==> config.mk <==
export PLATFORM = sky130hd
export DESIGN_NAME = shift8_seq
export DESIGN_NICKNAME = d
export VERILOG_FILES = /design/src/rtl/shift8_seq_pkg.sv /design/src/rtl/shift8_step.sv /design/src/rtl/shift8_seq.sv
export SDC_FILE = /design/constraint.sdc
export NUM_CORES = 1
export LEC_CHECK = 0
export CAP_MARGIN = 15
export CORE_AREA = 8 8 99 65
export DETAILED_ROUTE_END_ITERATION = 12
export DIE_AREA = 0 0 107 73
export PLACE_DENSITY = 0.65
export RECOVER_POWER = 100
export SLEW_MARGIN = 25
export SYNTH_ARGS = -nofsm -noshare
export SYNTH_HDL_FRONTEND = slang
export SYNTH_SLANG_ARGS = --single-unit
==> constraint.sdc <==
create_clock -name clk -period 4.44 [get_ports clk]
set_clock_uncertainty 0.2 [all_clocks]
set_input_delay 0.444 -clock clk [delete_from_list [all_inputs] [get_ports clk]]
set_output_delay 0.444 -clock clk [all_outputs]
set_load 0.02 [all_outputs]
==> src/rtl/shift8_seq_pkg.sv <==
// Shared definitions for the sequential 8-bit shift unit: op codes, FSM states
// and the 4-to-1 mux primitive used by the step shifter.
package shift8_seq_pkg;
  localparam int WIDTH    = 8;
  localparam int SHAMT_W  = 3;
  localparam int STEP_MAX = 3;

  typedef enum logic [1:0] {
    OP_ASR = 2'b00,
    OP_LSR = 2'b01,
    OP_LSL = 2'b10,
    OP_ROR = 2'b11
  } op_e;

  typedef enum logic [1:0] {
    S_IDLE  = 2'd0,
    S_SHIFT = 2'd1,
    S_DONE  = 2'd2
  } state_e;

  function automatic logic mx4(input logic [1:0] sel, input logic [3:0] d);
    return d[sel];
  endfunction
endpackage

==> src/rtl/shift8_step.sv <==
// Combinational 0..3-position step shifter: one 4-to-1 mux per bit per op,
// followed by a per-bit op-select mux.
module shift8_step
  import shift8_seq_pkg::*;
(
  input  logic [WIDTH-1:0] d_in,
  input  logic [1:0]       amt,
  input  logic [1:0]       op,
  output logic [WIDTH-1:0] d_out
);

  for (genvar i = 0; i < WIDTH; i++) begin : g_bit
    logic [3:0] asr_c, lsr_c, lsl_c, ror_c, by_op;
    for (genvar k = 0; k <= STEP_MAX; k++) begin : g_amt
      // HI clamps to the MSB, which is exactly the sign fill ASR needs
      localparam int HI = (i + k > WIDTH - 1) ? WIDTH - 1 : i + k;
      localparam int LO = (i >= k) ? i - k : 0;
      assign asr_c[k] = d_in[HI];
      assign lsr_c[k] = (i + k <= WIDTH - 1) ? d_in[HI] : 1'b0;
      assign lsl_c[k] = (i >= k) ? d_in[LO] : 1'b0;
      assign ror_c[k] = d_in[(i + k) % WIDTH];
    end
    assign by_op    = {mx4(amt, ror_c), mx4(amt, lsl_c), mx4(amt, lsr_c), mx4(amt, asr_c)};
    assign d_out[i] = mx4(op, by_op);
  end

endmodule

==> src/rtl/shift8_seq.sv <==
// Sequential 8-bit shifter: accepts a request, applies up to three step passes
// of at most 3 positions each, and holds a registered result until consumed.
module shift8_seq
  import shift8_seq_pkg::*;
(
  input  logic               clk,
  input  logic               reset,
  input  logic               in_valid,
  output logic               in_ready,
  input  logic [WIDTH-1:0]   in_data,
  input  logic [SHAMT_W-1:0] in_shamt,
  input  logic [1:0]         in_op,
  output logic               out_valid,
  input  logic               out_ready,
  output logic [WIDTH-1:0]   out_data,
  output logic               busy
);

  state_e             state_q, state_d;
  logic [WIDTH-1:0]   work_q, work_d;
  logic [WIDTH-1:0]   out_q, out_d;
  logic [SHAMT_W-1:0] rem_q, rem_d;
  logic [1:0]         op_q, op_d;
  logic [1:0]         step;
  logic [SHAMT_W-1:0] rem_left;
  logic [WIDTH-1:0]   step_res;

  assign step     = (rem_q > SHAMT_W'(STEP_MAX)) ? 2'(STEP_MAX) : rem_q[1:0];
  assign rem_left = rem_q - {1'b0, step};

  shift8_step u_step (
    .d_in  (work_q),
    .amt   (step),
    .op    (op_q),
    .d_out (step_res)
  );

  always_ff @(posedge clk) begin
    if (reset) begin
      state_q <= S_IDLE;
      work_q  <= '0;
      out_q   <= '0;
      rem_q   <= '0;
      op_q    <= OP_ASR;
    end else begin
      state_q <= state_d;
      work_q  <= work_d;
      out_q   <= out_d;
      rem_q   <= rem_d;
      op_q    <= op_d;
    end
  end

  always_comb begin
    state_d = state_q;
    case (state_q)
      S_IDLE:  if (in_valid) state_d = (in_shamt == '0) ? S_DONE : S_SHIFT;
      S_SHIFT: if (rem_left == '0) state_d = S_DONE;
      S_DONE:  if (out_ready) state_d = S_IDLE;
      default: state_d = S_IDLE;
    endcase
  end

  // The result register is loaded on the edge that enters DONE, so out_data
  // never shows intermediate step values and survives the return to IDLE.
  always_comb begin
    work_d = work_q;
    rem_d  = rem_q;
    op_d   = op_q;
    out_d  = out_q;
    case (state_q)
      S_IDLE: if (in_valid) begin
        work_d = in_data;
        rem_d  = in_shamt;
        op_d   = in_op;
        if (in_shamt == '0) out_d = in_data;
      end
      S_SHIFT: begin
        work_d = step_res;
        rem_d  = rem_left;
        if (rem_left == '0) out_d = step_res;
      end
      default: ;
    endcase
  end

  always_comb begin
    in_ready  = (state_q == S_IDLE);
    out_valid = (state_q == S_DONE);
    busy      = (state_q == S_SHIFT) || (state_q == S_DONE);
    out_data  = out_q;
  end

endmodule

== Yosys cells after proc, flatten, opt, wreduce, memory -nomap -nowiden ==
Index checks and enable logic that the tools add are counted.
Storage, ports and cells
  word-level logic and storage cells: 98
  memories kept: 0
  ROM bits: 0
  latch bits: 0
  register bits: 23
  RAM bits: 0
Operators by class
  multipliers: 0
  $add $sub $neg: 1
  shift-type cells: 0
  eq/ne operators: 6
  bitwise gates (word level): 0
  divide/modulo/power cells: 0
  $lt $le $gt $ge: 3
  mux-type cells: 74
  reductions and logical operators: 9
Operator list (count)
  1-bit binary-select mux with 2-bit select: 30
  8-bit two-way mux: 4
  8-bit case mux with 2 select lines: 2
  1-bit two-way mux: 30
  2-bit two-way mux: 5
  3-bit zero test: 2
  2-bit by 3-bit less-than comparator with 1-bit output, second input constant: 2
  2-bit case mux with 3 select lines: 1
  3-bit case mux with 2 select lines: 1
  2-bit by 1-bit != test with 1-bit output, second input constant: 2
  2-bit != test, second input constant: 2
  2-bit AND reduction: 2
  4-bit AND reduction: 1
  3-bit by 2-bit greater-than comparator with 1-bit output, second input constant: 1
  3-bit two-way mux: 1
  3-bit AND reduction: 1
  3-bit by 2-bit subtractor with 3-bit output: 1
  2-bit by 1-bit == test with 1-bit output, second input constant: 1
  2-bit == test, second input constant: 1
  2-bit zero test: 1
  2-bit nonzero test: 1
  1-bit logical OR: 1

== Depth between registers and ports, before layout ==
Gate-level depths: netlist of run 1.
  depth in word-level cells: 8
  depth in mapped cells: 11

== Hierarchy ==
From an unflattened synthesis of run 1, not the netlist that was laid out.
Second synthesis, totals
  cell total of the unflattened synthesis: 182
  area, all modules: 1585.3 um^2
By module, submodules not included
  shift8_seq: cells an instance 114, times used 1, sequential area each 460.4 um^2, area each 1074.8 um^2
  shift8_step: cells an instance 68, times used 1, sequential area each 0.0 um^2, area each 510.5 um^2

== Least setup slack after synthesis of run 1 ==
OpenSTA, ideal clock, no wires.
  path kind: reg-to-reg
  from: register rem_q[0]
  to: register out_q[4] (netlist: out_data[4])
  data required time: 4152 ps
  data arrival time: 2087 ps
  clock period less this slack: 2375 ps
  stages on the path, launching flop included: 11
  setup slack: 2065 ps
  cells stage by stage: dfxtp_1 -> buf_4 -> buf_2 -> buf_2 -> nand2b_1 -> ha_1 -> nand2b_1 -> a221oi_4 -> buf_6 -> nor2_1 -> a311oi_2
Between the ends
  longest elaborated chain between the ends: 8
RTL lines
  from (decl): line shift8_seq.sv:22  | logic [SHAMT_W-1:0] rem_q, rem_d;
  from (signal assigned): line shift8_seq.sv:49  | rem_q <= rem_d;
  3-bit by 2-bit greater-than comparator with 1-bit output: line shift8_seq.sv:28  | assign step = (rem_q > SHAMT_W'(STEP_MAX)) ? 2'(STEP_MAX) : rem_q[1:0];
  2-bit two-way mux: line shift8_seq.sv:28
  1-bit binary-select mux with 2-bit select: line shift8_seq_pkg.sv:22  | return d[sel];
  1-bit two-way mux (not written as such): line shift8_seq_pkg.sv:22
  1-bit binary-select mux with 2-bit select: line shift8_seq_pkg.sv:22
  1-bit two-way mux (not written as such): line shift8_seq_pkg.sv:22
  8-bit two-way mux: line shift8_seq.sv:81  | if (rem_left == '0) out_d = step_res;
  8-bit case mux with 2 select lines: line shift8_seq.sv:71  | case (state_q)
  to (signal assigned): line shift8_seq.sv:48  | out_q <= out_d;
  to (decl): line shift8_seq.sv:21  | logic [WIDTH-1:0] out_q, out_d;
Several ways; a longest one is shown, not always the timed one. The select of a mux whose other input is x is not followed.
A chain may end at the register's enable or synchronous reset.

== Worst setup path after layout of run 1 ==
  from: register rem_q[0]
  to: register out_q[6] (netlist: out_data[6])
Same word-level chain as after synthesis.

==> results of run 1 <==
-- sequential cells by signal, indices dropped and copies added (netlist names) --
name and cells:
op_q 2, out_data 8, rem_q 3, state_q 2
work_q 8
-- worst max path at each step --
stage           startpoint     endpoint  slack (ps)  cells after the start
3_5_place_dp      rem_q[0]  out_data[6]        1470                      6
5_1_grt           rem_q[0]  out_data[6]        1210                      6
4_1_cts           rem_q[0]  out_data[6]        1460                      6
3_3_place_gp   in_shamt[0]  out_data[6]        1580                      5
6_report          rem_q[0]  out_data[6]        1490                      6
2_1_floorplan     rem_q[0]  out_data[4]        2070                     10
-- critical path: stages, from the launching register on --
cell      delay (ps)
dfxtp_1          950
nand2b_1         220
ha_1             220
nand2b_1         120
a221oi_4         690
inv_1            170
o32ai_1          290
-- cells in the mapped netlist (all sizes together), types with 2 or more instances --
cell     number  share of area (%)
a211oi        5                2.2
a21boi        3                1.3
a21oi        14                4.1
a221oi        4                3.1
a2bb2oi       3                1.6
a311oi       10                6.3
a31oi         3                1.1
a32oi         2                1.0
and2          2               0.74
buf           8                3.4
clkbuf        9                2.1
dfxtp        23                 27
ha            4                3.0
inv           6                1.3
mux2          3                2.0
mux2i         7                4.1
nand2        20                4.4
nand2b        7                2.6
nand3         6                1.8
nand3b        2               0.89
nor2         22                5.3
nor2b        10                3.7
nor3          2               0.59
nor3b         2               0.89
o211ai        2               0.89
o21ai         9                2.7
o22ai         3                1.1
o311ai        2                1.0
o31ai         2               0.89
o32ai         2                1.0
o41ai         2                1.0
or2           2               0.74
-- layout make-up --
class	instances	area, um^2
Clock buffer	3	41.29
Clock inverter	1	5.005
Fill cell	503	2937
Inverter	6	22.52
Multi-Input combinational cell	164	1116
Sequential cell	23	460.4
Tap cell	66	82.58
Timing Repair Buffer	27	265.3
-- routing by layer --
metal,global-route usage (%),vias up,wire length [um]
met1,19.30,713,2540
met4,1.395,0,0
met2,15.17,82,1652
met3,4.145,0,495
li1,-,819,-
met5,0,-,0
-- per-stage QoR --
| stage | cells | utilization [%] | power [uW] | area [um^2] | setup WS, ps |
|---|---|---|---|---|---|
| finish | 290 | 40.43 | 1338 | 1993 | 1489 |
| global placement | 286 | 39.67 | 1207 | 1956 | 1585 |
| global route | 290 | 40.43 | 1448 | 1993 | 1209 |
| floorplan | 210 | - | 1011 | 1695 | 2065 |
| detailed placement | 286 | 39.67 | 1213 | 1956 | 1472 |
| CTS | 290 | 40.61 | 1351 | 2002 | 1463 |
-- power by group through the flow --
stage                     logic, uW  registers, uW  clock network, uW
after global placement          770            437                  0
after floorplan                 648            363                  0
after detailed placement        774            439                  0
after global routing            843            457                148
final                           763            438                137
after CTS                       779            434                138
-- cells by family (layout without fill, tap and decap cells) --
| family | after synthesis | after routing | share of synthesized area, % |
|---|---|---|---|
| AO/OA/AOI/OAI | 71 | 71 | 32.03 |
| adder cells (fa/ha/maj) | 4 | 4 | 2.952 |
| multiplexers | 11 | 11 | 7.454 |
| AND/OR/NAND/NOR | 78 | 78 | 23.62 |
| flip-flops | 23 | 23 | 27.16 |
| buffers and inverters | 23 | 37 | 6.789 |
==> qor.yml, run 1 <==
outcome:
  outcome: "completed"
final_layout:
  diodes: 0
  mostFrequentLayoutCells: "dfxtp_1, nor2_1, nand2_1"
  area_delta_synth_final_pct: 17.56
  nets: 246
  final_common_cell: "dfxtp_1"
  layout-drive-gt1-share_pct: 7.589
clock_tree:
  clk_pin_slew_worst_paths_ps: 90
  post_cts_buffers: 0
  clock_latency_ps: 270
  post_cts_resized: 0
  cts_sinks: 23
  cts_max_path_buffers: 2
  root_buffer: "clkbuf_8"
  cts_htree_levels: 1
  cts_tree: "yes"
  hold_buffers: 0
  cts_buffers: 3
power:
  switching_power_uw: 660.2
  max-vdd-ir-drop_v: 0.0002944
  clkPwrFrac_pct: 10.2
  seq_power_share_pct: 32.7
  switching_share_pct: 49.35
  p_leak_uw: 0.0007018
  p_int_uw: 677.5
  powerDensity_nw_per_um2: 671.2
  combPwrFrac_pct: 57.0
yosys:
  avgSynthCellArea_um2: 8.073
  synth_nets: 231
  async_flop_share_pct: 0
  ys_warn_count: 0
  synth_edf_count: 0
  ys_seq_elements: 23
  ys_seq_area_share_pct: 27.16
  syn_inst: 210
  syn_area_um2: 1695
  synth_cell_types: 49
  synth_ff_type: "dfxtp_1"
sta:
  slew_headroom_pct: 37.33
  fin_crit_sh_pct: 66.46
  fin_hold_ws_ps: 282.4
  final_hold_viol_count: 0
  fin_tns_setup_ps: 0
  rsz0062_at_grt: "false"
  worst_pin_slew_ps: 938.8
  final.min_clock_period_ps: 2951
  clock.fmax_ghz: 0.3389
  slew_violations: 0
  setup_violations: 0
detailed_routing:
  vias: 1614
  wl_per_cell_um: 16.16
  postRouteAntennaNets: 0
  drt-initial-drc-count: 257
  via_per_inst: 5.566
  drcViolationCount: 0
  firstDrtPassIters: 4
  totalWireLength_mm: 4.687
worst_hold_path:
  hold_end: "out_data[0]"
  hp-start: "out_data[0]"
  min_path_type: "register to register"
  min_path_cells: 2
setup_path:
  reg2reg_depth: 6
  crit_type: "register to register"
  start_kind: "register"
  rr_startpoint: "rem_q[0]"
  cp_max_fo: 29
  rrSetupSlack_ps: 1490
  crit_arrival_ps: 2940
  cp.required_ps: 4430
  rr_endpoint: "out_data[6]"
  cp-end-kind: "register"
die:
  die_x_um: 107
  start_util_pct: 34.39
  io_pins: 28
  dieArea_um2: 7811
  rows: 20
  die_h_um: 73
  core_area_um2: 4930
flow_run:
  drv_cap: 0
placed_design:
  place_hpwl_mm: 3.449
  place.gp.congestion: 0.8984
  port_buffers: 27
global_routing:
  grt-ovfl-total: 0
  grt_pass1_wl_mm: 7.824
  grt_pass1_vias: 1462
  grt_max_degree: 30
  grt_antenna_before_repair: 0
  grt_usage_pct: 12.30
Note: power is estimated with default switching activity, not from simulation.
==> run 2: changes to the inputs <==
- clock period: 4.44 -> 3 ns (I/O delays scaled with it)
==> qor.yml, run 2 (same netlist as run 1, synthesis figures left out) <==
clock_tree:
  post_cts_buffers: 0  # unchanged
  cts_tree: "yes"  # unchanged
  post_cts_resized: 0  # unchanged
  cts_sinks: 23  # unchanged
  clk_pin_slew_worst_paths_ps: 90  # about the same
  hold_buffers: 0  # unchanged
  clock_latency_ps: 270  # about the same
  cts_max_path_buffers: 2  # unchanged
  root_buffer: "clkbuf_8"  # unchanged
  cts_buffers: 3  # unchanged
  cts_htree_levels: 1  # unchanged
sta:
  final.min_clock_period_ps: 2600  # was 2951 ps
  clock.fmax_ghz: 0.3845  # was 0.3389 GHz
  fin_tns_setup_ps: 0  # unchanged
  final_hold_viol_count: 0  # unchanged
  fin_crit_sh_pct: 86.68  # was 66.46%
  slew_violations: 0  # unchanged
  setup_violations: 0  # unchanged
  slew_headroom_pct: 60.12  # was 37.33%
  rsz0062_at_grt: "false"  # unchanged
  worst_pin_slew_ps: 596.3  # was 938.8 ps
die:
  rows: 20  # unchanged
  dieArea_um2: 7811  # unchanged
  start_util_pct: 34.39  # unchanged
  io_pins: 28  # unchanged
  die_h_um: 73  # unchanged
  die_x_um: 107  # unchanged
  core_area_um2: 4930  # unchanged
outcome:
  outcome: "completed"  # unchanged
global_routing:
  grt_pass1_wl_mm: 7.997  # was 7.824 mm
  grt_pass1_vias: 1507  # was 1,462
  grt-ovfl-total: 0  # unchanged
  grt_usage_pct: 12.55  # was 12.30%
  grt_antenna_before_repair: 0  # unchanged
  grt_max_degree: 30  # unchanged
final_layout:
  postLayoutCellArea_um2: 2058  # was 1993 um^2
  area_delta_synth_final_pct: 21.40  # was 17.56%
  final_util_pct: 41.75  # was 40.43%
  layout-drive-gt1-share_pct: 10.30  # was 7.589%
  mostFrequentLayoutCells: "dfxtp_1, nor2_1, nand2_1"  # unchanged
  final_common_cell: "dfxtp_1"  # unchanged
  diodes: 0  # unchanged
  nets: 255  # was 246
  layout.cells.non_filler: 299  # was 290
placed_design:
  place.gp.congestion: 0.8752  # was 0.8984
  placedInstanceArea_um2: 2023  # was 1956 um^2
  place_hpwl_mm: 3.703  # was 3.449 mm
  numPlacedInstances: 295  # was 286
  port_buffers: 27  # unchanged
setup_path:
  cp_max_fo: 29  # unchanged
  crit_type: "register to register"  # unchanged
  start_kind: "register"  # unchanged
  crit_arrival_ps: 2590  # was 2940 ps
  cp-end-kind: "register"  # unchanged
  cp.required_ps: 2990  # was 4430 ps
power:
  max-vdd-ir-drop_v: 0.0004587  # was 0.0002944 V
  powerDensity_nw_per_um2: 995.3  # was 671.2 nW/um^2
  finalPower_uw: 2049  # was 1338 uW
  p_leak_uw: 0.0007386  # was 0.0007018 uW
detailed_routing:
  drt-initial-drc-count: 170  # was 257
  wl_per_cell_um: 16.35  # was 16.16 um
  postRouteAntennaNets: 0  # unchanged
  totalWireLength_mm: 4.890  # was 4.687 mm
  drcViolationCount: 0  # unchanged
  vias: 1682  # was 1,614
  firstDrtPassIters: 4  # unchanged
  via_per_inst: 5.625  # was 5.566
worst_hold_path:
  min_path_type: "register to register"  # unchanged
flow_run:
  drv_cap: 0  # unchanged
run 2: layer usage:
layer	GRT usage, %	routed length, um	up-vias
li1	-	-	836
met1	20.09	2528	776
met2	15.85	1875	70
met3	3.351	486	0
met4	0.9302	0	0
met5	0	0	-
run 2: cell type report:
class / count / area [um^2]
Sequential cell: 23 / 460.4
Fill cell: 517 / 2872
Clock inverter: 1 / 7.507
Inverter: 6 / 22.52
Clock buffer: 3 / 41.29
Timing Repair Buffer: 36 / 331.6
Multi-Input combinational cell: 164 / 1112
Tap cell: 66 / 82.58
run 2: final timing paths:
kind	startpoint	end	slack [ps]	cells past startpoint
worst max-delay path	rem_q[0]	work_q[7]	400	6
worst min-delay path	out_data[0]	out_data[0]	300	2
worst max register to register	rem_q[0]	work_q[7]	400	6
worst min register to register	out_data[0]	out_data[0]	300	2
run 2: power breakdown:
part           internal, uW  total (uW)  switching, uW
logic                   546        1280            735
clock network          94.1         204            110
registers               412         563            151
total                  1050        2050            996
run 2: critical path, cell delays in order, from the launching register on:
cell and delay, ps:
dfxtp_1 310, clkbuf_2 340, nor2_1 530, mux2i_1 170
nor3b_1 160, or4_4 580, a311oi_2 240
run 2: through the flow:
step	hold slack, ps	worst slack, ps
finish	297.2	399.5
global placement	277.4	572.4
CTS	302.4	597.3
detailed placement	280.2	519.4
floorplan	247.5	625.1
global route	327.6	240.6
==> run 3: changes to the inputs <==
- CAP_MARGIN: 15 -> not set
- CORE_AREA: 8 8 99 65 -> 8 8 79 81
- DIE_AREA: 0 0 107 73 -> 0 0 87 89
- PLACE_DENSITY: 0.65 -> 0.64
- clock period: 3 -> 2.7 ns (I/O delays scaled with it)
==> qor.yml, run 3 (same netlist as run 1, synthesis figures left out) <==
outcome:
  outcome: "completed"  # unchanged
final_layout:
  final_common_cell: "dfxtp_1"  # unchanged
  area_delta_synth_final_pct: 20.81  # was 21.40%
  mostFrequentLayoutCells: "dfxtp_1, nor2_1, nand2_1"  # unchanged
  nets: 255  # unchanged
  postLayoutCellArea_um2: 2048  # was 2058 um^2
  diodes: 0  # unchanged
  layout-drive-gt1-share_pct: 10.30  # unchanged
  fill_cells: 517  # unchanged
sta:
  clock.fmax_ghz: 0.4147  # was 0.3845 GHz
  worst_pin_slew_ps: 643.7  # was 596.3 ps
  fin_crit_sh_pct: 89.31  # was 86.68%
  final_hold_viol_count: 0  # unchanged
  fin_tns_setup_ps: 0  # unchanged
  rsz0062_at_grt: "false"  # unchanged
  slew_violations: 0  # unchanged
  slew_headroom_pct: 57.03  # was 60.12%
  setup_violations: 0  # unchanged
  final.min_clock_period_ps: 2411  # was 2600 ps
clock_tree:
  hold_buffers: 0  # unchanged
  post_cts_buffers: 0  # unchanged
  cts_buffers: 3  # unchanged
  cts_sinks: 23  # unchanged
  clock_latency_ps: 270  # about the same
  post_cts_resized: 0  # unchanged
  cts_max_path_buffers: 2  # unchanged
  root_buffer: "clkbuf_8"  # unchanged
  clk_pin_slew_worst_paths_ps: 80  # was 90 ps
  cts_tree: "yes"  # unchanged
  cts_htree_levels: 1  # unchanged
detailed_routing:
  totalWireLength_mm: 4.338  # was 4.890 mm
  vias: 1657  # was 1,682
  wl_per_cell_um: 14.32  # was 16.35 um
  firstDrtPassIters: 4  # unchanged
  postRouteAntennaNets: 0  # unchanged
  via_per_inst: 5.469  # was 5.625
  drcViolationCount: 0  # unchanged
  drt-initial-drc-count: 107  # was 170
global_routing:
  grt_pass1_vias: 1608  # was 1,507
  grt_antenna_before_repair: 0  # unchanged
  grtUsageMet3_pct: 1.654  # was 3.351%
  globalRouteMet2Util_pct: 19.43  # was 15.85%
  top_usage_layer: "met2"  # was met1
  grt-ovfl-total: 0  # unchanged
  grt_max_degree: 29  # was 30
  grt_util_met1_pct: 15.74  # was 20.09%
  grt_usage_pct: 12.02  # was 12.55%
  grt_pass1_wl_mm: 7.707  # was 7.997 mm
placed_design:
  placedInstanceArea_um2: 2028  # was 2023 um^2
  place_hpwl_mm: 3.285  # was 3.703 mm
  port_buffers: 27  # unchanged
  place.gp.congestion: 0.8722  # was 0.8752
setup_path:
  crit_arrival_ps: 2390  # was 2590 ps
  cp-end-kind: "register"  # unchanged
  crit_chain: "inv_1 -> ha_1 -> clkbuf_1 -> nand2b_1 -> a221oi_2 -> buf_4 -> nor2_1 -> a311oi_2"  # was clkbuf_2 -> nor2_1 -> mux2i_1 -> nor3b_1 -> or4_4 -> a311oi_2
  crit_buf_inv: 3  # was 1
  cp_top_family: "compound AO/OA/AOI/OAI gates"  # was simple AND/OR/NAND/NOR gates
  start_kind: "register"  # unchanged
  slowest_stage: "a221oi_2"  # was or4_4
  crit_type: "register to register"  # unchanged
  cp.required_ps: 2680  # was 2990 ps
  slowest_delay_ps: 500  # was 580 ps
  cp_max_fo: 10  # was 29
die:
  dieArea_um2: 7743  # was 7811 um^2
  core_area_um2: 4977  # was 4930 um^2
  die_h_um: 89  # was 73 um
  start_util_pct: 34.06  # was 34.39%
  die_x_um: 87  # was 107 um
  io_pins: 28  # unchanged
  rows: 26  # was 20
worst_hold_path:
  min_path_type: "register to register"  # unchanged
power:
  powerDensity_nw_per_um2: 1070  # was 995.3 nW/um^2
  max-vdd-ir-drop_v: 0.0005615  # was 0.0004587 V
  p_leak_uw: 0.0007376  # was 0.0007386 uW
flow_run:
  drv_cap: 0  # unchanged
run 3: changes by cell type in the layout (fill, tap and decap cells not counted):
cell	change
nor2_1	-1
clkbuf_1	+1
clkdlybuf4s50_1	+1
a221oi_2	+1
a221oi_4	-1
clkinvlp_4	-1
nor2_2	+1
clkbuf_2	+1
dlygate4sd3_1	-1
clkbuf_4	-1
run 3: tightest hold or removal path, delay by kind of cell (launching register included):
family,cells,cell delay (ps)
AO/OA/AOI/OAI,1,60
AND/OR/NAND/NOR,1,80
flip-flops,1,320
run 3: power by group:
part	internal, uW	leakage [uW]	switching (uW)
clock	105	0.0000228	110
combinational	590	0.000526	747
sequential	458	0.000189	181
run 3: layer usage:
layer / routed length (um) / vias to the layer above
li1: - / 833
met1: 2108 / 773
met2: 1984 / 46
met3: 189 / 5
met4: 55 / 0
met5: 0 / -
run 3: final cells by class:
cell class	count	area, um^2	area share, %
timing repair buffer	36	329.1	16.07
tap	70	87.58	4.276
sequential	23	460.4	22.48
multi-input combinational	164	1104	53.88
clock buffer	4	45.04	2.199
inverter	6	22.52	1.100
run 3: path summary, 6_finish.rpt:
check,from,endpoint,slack [ps],cells after the start
setup reg to reg,state_q[1],out_data[4],290,8
hold / removal,out_data[0],out_data[0],290,2
hold reg to reg,out_data[0],out_data[0],290,2
setup / recovery,state_q[1],out_data[4],290,8
run 3: stage by stage:
stage	setup slack (ps)	total power, uW	cells	utilization (%)	hold slack [ps]
floorplan	325.1	1663	210	-	217.5
global placement	280.2	2045	299	40.75	270.5
detailed placement	219.0	2049	299	40.75	284.0
CTS	391.4	2270	303	41.65	296.2
global route	128.7	2393	303	41.15	321.3
finish	288.6	2192	303	41.15	291.4
